[config.mk]
export PLATFORM = sky130hd
export DESIGN_NAME = cpu_sequencer
export DESIGN_NICKNAME = d
export VERILOG_FILES = /design/src/rtl/cpu_seq_pkg.sv /design/src/rtl/cpu_sequencer.sv
export SDC_FILE = /design/constraint.sdc
export NUM_CORES = 1
export LEC_CHECK = 0
export BUFFER_PORTS_ARGS = -buffer_cell sky130_fd_sc_hd__buf_2
export CAP_MARGIN = 20
export CORE_MARGIN = 4
export CORE_UTILIZATION = 30
export DETAILED_ROUTE_END_ITERATION = 10
export PLACE_DENSITY = 0.56
export REMOVE_ABC_BUFFERS = 1
export SLEW_MARGIN = 25
export SYNTH_ARGS = -nofsm -noshare
export SYNTH_HDL_FRONTEND = slang
export SYNTH_SLANG_ARGS = --single-unit
export TNS_END_PERCENT = 5
[constraint.sdc]
create_clock -name clk -period 3.6 [get_ports clk]
set_input_delay 0.72 -clock clk [delete_from_list [all_inputs] [get_ports clk]]
set_output_delay 0.72 -clock clk [all_outputs]
set_load 0.02 [all_outputs]
[src/rtl/cpu_seq_pkg.sv]
// cpu_seq_pkg: shared state encoding and default parameters for the CPU sequencer
package cpu_seq_pkg;
    typedef enum logic [2:0] {
        S_INIT,
        S_TX99,
        S_RXSIZE,
        S_RXPROG,
        S_TXAA,
        S_RUN_EXEC,
        S_RUN_LATCH,
        S_HALT
    } seq_state_t;
    localparam int DEF_N_STAGES  = 5;
    localparam int DEF_MEM_STAGE = 3;
    localparam int DEF_BOOT_EN   = 1;
endpackage

[src/rtl/cpu_sequencer.sv]
// cpu_sequencer: boot loader phases followed by a multi-cycle stage sequencer with commit strobes
module cpu_sequencer
    import cpu_seq_pkg::*;
#(
    parameter int N_STAGES  = DEF_N_STAGES,
    parameter int MEM_STAGE = DEF_MEM_STAGE,
    parameter int WB_STAGE  = N_STAGES - 1,
    parameter int BOOT_EN   = DEF_BOOT_EN
) (
    input  logic                clk,
    input  logic                reset,
    input  logic                stall,
    input  logic                tx99_done,
    input  logic                rx_size_done,
    input  logic                rx_prog_done,
    input  logic                txaa_done,
    input  logic [N_STAGES-1:0] stage_done,
    input  logic                halt_req,
    output logic                transmit_0x99,
    output logic                receive_program_data_size,
    output logic                receive_program_data,
    output logic                transmit_0xAA,
    output logic                run_active,
    output logic [N_STAGES-1:0] stage_active,
    output logic [N_STAGES-1:0] latch_en,
    output logic                mem_commit,
    output logic                reg_commit,
    output logic                pipeline_register_reset_n,
    output logic                halted,
    output logic [31:0]         retired
);
    localparam int IW = $clog2(N_STAGES);
    localparam logic [IW-1:0] LAST_IDX = IW'(N_STAGES - 1);
    localparam logic [IW-1:0] MEM_IDX  = IW'(MEM_STAGE);
    localparam logic [IW-1:0] WB_IDX   = IW'(WB_STAGE);

    seq_state_t          r_state;
    logic [IW-1:0]       r_idx;
    logic [31:0]         r_retired;
    logic [N_STAGES-1:0] w_onehot;
    logic                w_done;
    logic                w_last;
    logic                w_exec_done;

    // The one-hot decode also masks stage_done so bits of other stages are ignored
    assign w_onehot    = N_STAGES'(1) << r_idx;
    assign w_done      = |(stage_done & w_onehot);
    assign w_last      = r_idx == LAST_IDX;
    assign w_exec_done = r_state == S_RUN_EXEC && w_done && !stall;

    // Sequencer state, stage index and retired count; stall freezes all of them
    always_ff @(posedge clk or posedge reset) begin
        if (reset) begin
            r_state   <= S_INIT;
            r_idx     <= '0;
            r_retired <= '0;
        end else if (!stall) begin
            case (r_state)
                S_INIT: begin
                    r_state <= (BOOT_EN != 0) ? S_TX99 : S_RUN_EXEC;
                    r_idx   <= '0;
                end
                S_TX99:     if (tx99_done) r_state <= S_RXSIZE;
                S_RXSIZE:   if (rx_size_done) r_state <= S_RXPROG;
                S_RXPROG:   if (rx_prog_done) r_state <= S_TXAA;
                S_TXAA: if (txaa_done) begin
                    r_state <= S_RUN_EXEC;
                    r_idx   <= '0;
                end
                S_RUN_EXEC: if (w_done) r_state <= S_RUN_LATCH;
                S_RUN_LATCH: begin
                    r_idx   <= w_last ? '0 : r_idx + IW'(1);
                    r_state <= (w_last && halt_req) ? S_HALT : S_RUN_EXEC;
                    if (w_last) r_retired <= r_retired + 32'd1;
                end
                default: ;
            endcase
        end
    end

    assign transmit_0x99             = r_state == S_TX99;
    assign receive_program_data_size = r_state == S_RXSIZE;
    assign receive_program_data      = r_state == S_RXPROG;
    assign transmit_0xAA             = r_state == S_TXAA;
    assign run_active                = r_state == S_RUN_EXEC || r_state == S_RUN_LATCH || r_state == S_HALT;
    // RUN states are only reachable after RUN was entered and only reset leaves them
    assign pipeline_register_reset_n = run_active;
    assign halted                    = r_state == S_HALT;
    assign stage_active              = (r_state == S_RUN_EXEC) ? w_onehot : '0;
    assign latch_en                  = (r_state == S_RUN_LATCH && !stall) ? w_onehot : '0;
    assign mem_commit                = w_exec_done && r_idx == MEM_IDX;
    assign reg_commit                = w_exec_done && r_idx == WB_IDX;
    assign retired                   = r_retired;
endmodule

==> results of run 1 <==
==> layout make-up <==
class                           instances  area, um^2
Clock buffer                            6        82.6
Sequential cell                        38         951
Multi-Input combinational cell        153        1080
Inverter                               11        41.3
Tap cell                               96         120
Timing Repair Buffer                   64         323
Fill cell                             690        4190
Clock inverter                          2        12.5
==> critical path, delay by kind of cell (launching register included) <==
kind	cells	cell delay, ns
buffers and inverters	2	0.33
adder cells (fa/ha/maj)	1	0.21
AND/OR/NAND/NOR	2	0.69
flip-flops	1	0.43
==> power by group <==
group	switching, mW	total, mW	internal (mW)
sequential	0.0499	0.500	0.450
clock	0.147	0.301	0.154
combinational	0.187	0.299	0.113
==> flip-flops by register name, indices dropped and copies added, names as in the netlist <==
| register | count |
|---|---|
| r_state | 3 |
| r_idx | 3 |
| retired | 32 |
==> cell usage after synthesis, types with 2 or more instances <==
master,n,area (um^2)
and2_1,8,50.1
and3_1,9,56.3
and4_1,5,43.8
clkbuf_1,5,18.8
dfrtp_1,38,951
ha_1,6,75.1
inv_1,11,41.3
mux2_2,2,22.5
nand2_1,15,56.3
nand3_1,12,60.1
nand4_1,11,68.8
nand4bb_1,2,22.5
nor2_1,11,41.3
nor3_1,8,40.0
nor4_1,4,25.0
nor4_2,3,37.5
o21ai_0,6,30.0
or3b_2,2,17.5
xnor2_1,20,175
xor2_1,11,96.3
==> final timing paths <==
kind,cells after the start,startpoint,endpoint
max,5,r_idx[0],latch_en[4]
min,1,retired[31],retired[31]
max reg2reg,6,r_idx[0],retired[24]
min reg2reg,1,retired[31],retired[31]
max in group asynchronous,3,reset,r_state[2]
min in group asynchronous,2,reset,retired[19]
==> stage by stage <==
step	util (%)	hold WS [ns]	setup slack (ns)
after CTS	38.4	0.485	0.891
after floorplan	-	0.511	1.33
after detailed placement	37.0	0.470	1.12
after global routing	38.4	0.510	0.692
final	38.4	0.471	0.932
after global placement	37.0	0.456	1.17
==> logic make-up (layout without fill, tap and decap cells) <==
group | count (synthesis) | in the layout | share of synthesized area [%]
flops | 38 | 38 | 45.1
xor+xnor | 31 | 31 | 12.9
fa+ha+maj | 6 | 6 | 3.56
mux | 3 | 3 | 1.54
compound gates | 15 | 15 | 5.11
simple gates | 98 | 98 | 28.0
buf+inv | 18 | 83 | 3.74
==> layer usage <==
layer  routed length [um]  GRT usage [%]
met1                 2170           15.6
met2                 2290           18.7
met3                  191           2.87
met4                   35           2.97
met5                    0              0
==> qor.txt, run 1 <==
Critical path cell sequence: inv_1, ha_1, nand4_1, nor2_1, buf_2
Starting DRT DRC Count: 86
Worst setup EP type: primary output
Final setup viols: 0
N_diodes: 0
Status: finished clean
Max_cap viols: 0
Drt total wl: 4690 um
Final instance area: 2610 um^2
Pin count of the biggest net entering global routing: 25
Max-slew violation count: 0
CORE AREA: 6790 um^2
Worst EP arrival: 1.95 ns
Vias in the first global route: 1620
Syn Inst Count: 209
Placed Cells: 362
Clock Sinks: 38
CP startpoint kind: flip-flop
Leakage dissipation: 1.29 nW
Worst path slowest cell: dfrtp_1
FF+latch count, synth: 38
Pre-Repair DR Iteration Count: 4
Clock Skew: 0.00796 ns
Period minus WS final: 2.67 ns
Cell Rows: 30
RSZ-0062 raised after global routing: no
Final std cells w/o fill: 370
Share of cells above drive strength 1: 29.9%
Main synth FF type: dfrtp_1
Full die area: 8430 um^2
Tot GR Track Use: 11.6%
Post-cts gate resize count: 0
Area delta synth->final: 23.8%
Port bufs: 63
Worst-skew pair later-pin latency: 0.28 ns
Synthesized area per cell: 10.1 um^2
Most common cell after layout, fill and taps aside: buf_2
Most frequent cells in the layout: buf_2, dfrtp_1, xnor2_1
Initial core utilization: 31.0%
Worst hold path type: reg2reg
Hold buffers post-CTS: 0
Via/cell ratio: 4.70
Synthesized cell area: 2110 um^2
CP max FO: 8
Final cycle utilization of the critical path: 74.1%
Max stage delay on crit path: 0.43 ns
WL/cell: 12.7 um
TNS Setup: 0 ns
Post-route ant nets: 0
Vias: 1739
HPWL after DPL: 3710 um
CTS clock-pin slew for the worst setup and hold paths: 0.08 ns
CP Class: reg2out
Yosys cell types: 40
NumNets Final: 292
Clock Tree Root: clkbuf_8
Fmax: 375 MHz
Power Dens Cells: 422 nW/um^2
Slew headroom: 38.4%
Sequential area share after synthesis: 45.1%
Clock Path Buffers: 2
Worst Tran Pin Value: 0.923 ns
First-pass GRT wire length: 8020 um
Die width: 91.8 um
Yosys warning count: 0
Residual DRC: 0
Fin. Hold Viols: 0
Gr ovfl total: 0
Boundary Pins: 64
Power consumption: 1.10 mW
H-Tree Depth: 2
Number of synthesized flops with an enable pin: 0
FFs w/ async S/R, synth: 100%
Critical path required time: 2.88 ns
Post-CTS Setup Inserts: 0
CTS tree: built
Placer congestion estimate: 0.754
Peak supply drop: 189 uV
CTS buffer count: 5
Initial antenna violation count: 0
Area after DPL: 2510 um^2
Die height: 91.8 um
R2R Setup Slk: 1.25 ns
Note: power is estimated with default switching activity, not from simulation.
==> run 2: changes to the inputs <==
==> constraint.sdc (replaced) <==
create_clock -name clk -period 2.7 [get_ports clk]
set_input_delay 0.54 -clock clk [delete_from_list [all_inputs] [get_ports clk]]
set_output_delay 0.54 -clock clk [all_outputs]
set_load 0.02 [all_outputs]
==> run 2 against run 1 <==
  * Core utilization is 0.74 points higher
  * Clock power rose by 61%
  * Final area rose by 1.9%
  * Register-to-register slack got worse by 0.84 ns
  * Non-clock buffer count is 4 higher
  * Global-route usage is 0.19 points lower
  * Count of clock-buffer cells in the layout unchanged
  * Via count rose by 0.23%
  * Sequential power grew 33%
  * Total power grew 41%
  * Largest cell class unchanged
==> qor.txt, run 2 (synthesis results as in run 1) <==
Fin. Hold Viols: 0
Critical path required time: 2.16 ns
Initial antenna violation count: 0
H-Tree Depth: 2
CP max FO: 8
Residual DRC: 0
Number of flip-flops in the largest register: 32
NumNets Final: 296
Hold buffers post-CTS: 0
Cell Rows: 30
Power Dens Cells: 585 nW/um^2
CTS clock-pin slew for the worst setup and hold paths: 0.07 ns
Clock Sinks: 38
Final cycle utilization of the critical path: 89.1%
Post-route ant nets: 0
Die width: 91.8 um
Slew headroom: 67.5%
Worst path slowest cell: dfrtp_1
Via/cell ratio: 4.67
Area after DPL: 2540 um^2
Fmax: 416 MHz
Worst Tran Pin Value: 0.488 ns
Pre-Repair DR Iteration Count: 4
Starting DRT DRC Count: 72
WL/cell: 12.9 um
Peak supply drop: 267 uV
WP buf/inv: 2
Full die area: 8430 um^2
Clock Tree Root: clkbuf_8
Vias in the first global route: 1560
Status: finished clean
Post-cts gate resize count: 0
Die height: 91.8 um
Max stage delay on crit path: 0.42 ns
Tot GR Track Use: 11.4%
Final setup viols: 0
Period minus WS final: 2.41 ns
Post-CTS Setup Inserts: 0
Levels on crit path: 5
Most frequent cells in the layout: buf_2, dfrtp_1, xnor2_1
Max-slew violation count: 0
CTS buffer count: 5
Leakage dissipation: 1.32 nW
First-pass GRT wire length: 7810 um
N_diodes: 0
Area delta synth->final: 26.1%
Worst hold path type: in2async
Boundary Pins: 64
Clock Skew: 0.00691 ns
Drt total wl: 4810 um
Worst-skew pair later-pin latency: 0.28 ns
Pin count of the biggest net entering global routing: 39
Critical path cell sequence: inv_1, ha_1, nand4_1, nor2_2, buf_2
CTS tree: built
CP startpoint kind: flip-flop
CP Class: reg2out
HPWL after DPL: 3660 um
CP delay by family, top: simple AND/OR/NAND/NOR gates
Port bufs: 63
Clock Path Buffers: 2
RSZ-0062 raised after global routing: no
Gr ovfl total: 0
TNS Setup: 0 ns
Final instance area: 2660 um^2
CORE AREA: 6790 um^2
Worst Reg-to-Reg Cells: 6
Share of cells above drive strength 1: 31.0%
Vias: 1743
Worst setup EP type: primary output
Worst EP arrival: 1.87 ns
Max_cap viols: 0
Placer congestion estimate: 0.788
Most common cell after layout, fill and taps aside: buf_2
Initial core utilization: 31.0%
[run 2: worst paths after layout]
check	from	to	slack, ns
max	r_idx[0]	latch_en[4]	0.29
min	reset	retired[16]	0.36
max reg2reg	r_idx[0]	retired[25]	0.41
min reg2reg	retired[31]	retired[31]	0.47
max in group asynchronous	reset	retired[4]	2.00
min in group clk	retired[31]	retired[31]	0.47
[run 2: power breakdown]
| part | total (mW) | internal (mW) | switching (mW) |
|---|---|---|---|
| clock network | 0.486 | 0.296 | 0.191 |
| registers | 0.667 | 0.601 | 0.0662 |
| logic | 0.402 | 0.150 | 0.252 |
| total | 1.56 | 1.05 | 0.508 |
[run 2: metrics by stage]
| stage | power (mW) | utilization (%) | std cells | setup WS [ns] | hold slack [ns] |
|---|---|---|---|---|---|
| finish | 1.56 | 39.1 | 373 | 0.294 | 0.361 |
| global route | 1.65 | 39.1 | 373 | 0.0897 | 0.391 |
| CTS | 1.58 | 39.1 | 373 | 0.183 | 0.374 |
| detailed placement | 1.08 | 37.4 | 366 | 0.438 | 0.462 |
| global placement | 1.08 | 37.4 | 366 | 0.536 | 0.470 |
| floorplan | 0.949 | - | 202 | 0.605 | 0.511 |
[run 2: worst min-delay path: stages]
cell,delay [ns]
buf_2,0.09
inv_1,0.04
buf_4,0.42
[run 2: layer usage]
| metal | vias to the layer above | wire length (um) | GRT usage, % |
|---|---|---|---|
| li1 | 880 | - | - |
| met1 | 824 | 2260 | 16.1 |
| met2 | 32 | 2310 | 17.2 |
| met3 | 7 | 186 | 2.95 |
| met4 | 0 | 56 | 3.34 |
| met5 | - | 0 | 0 |
[run 2: final cells by class]
cell class,count,area (um^2)
Multi-Input combinational cell,153,1080
Clock buffer,6,82.6
Tap cell,96,120
Fill cell,695,4140
Timing Repair Buffer,68,353
Sequential cell,38,951
Clock inverter,1,30.0
Inverter,11,41.3
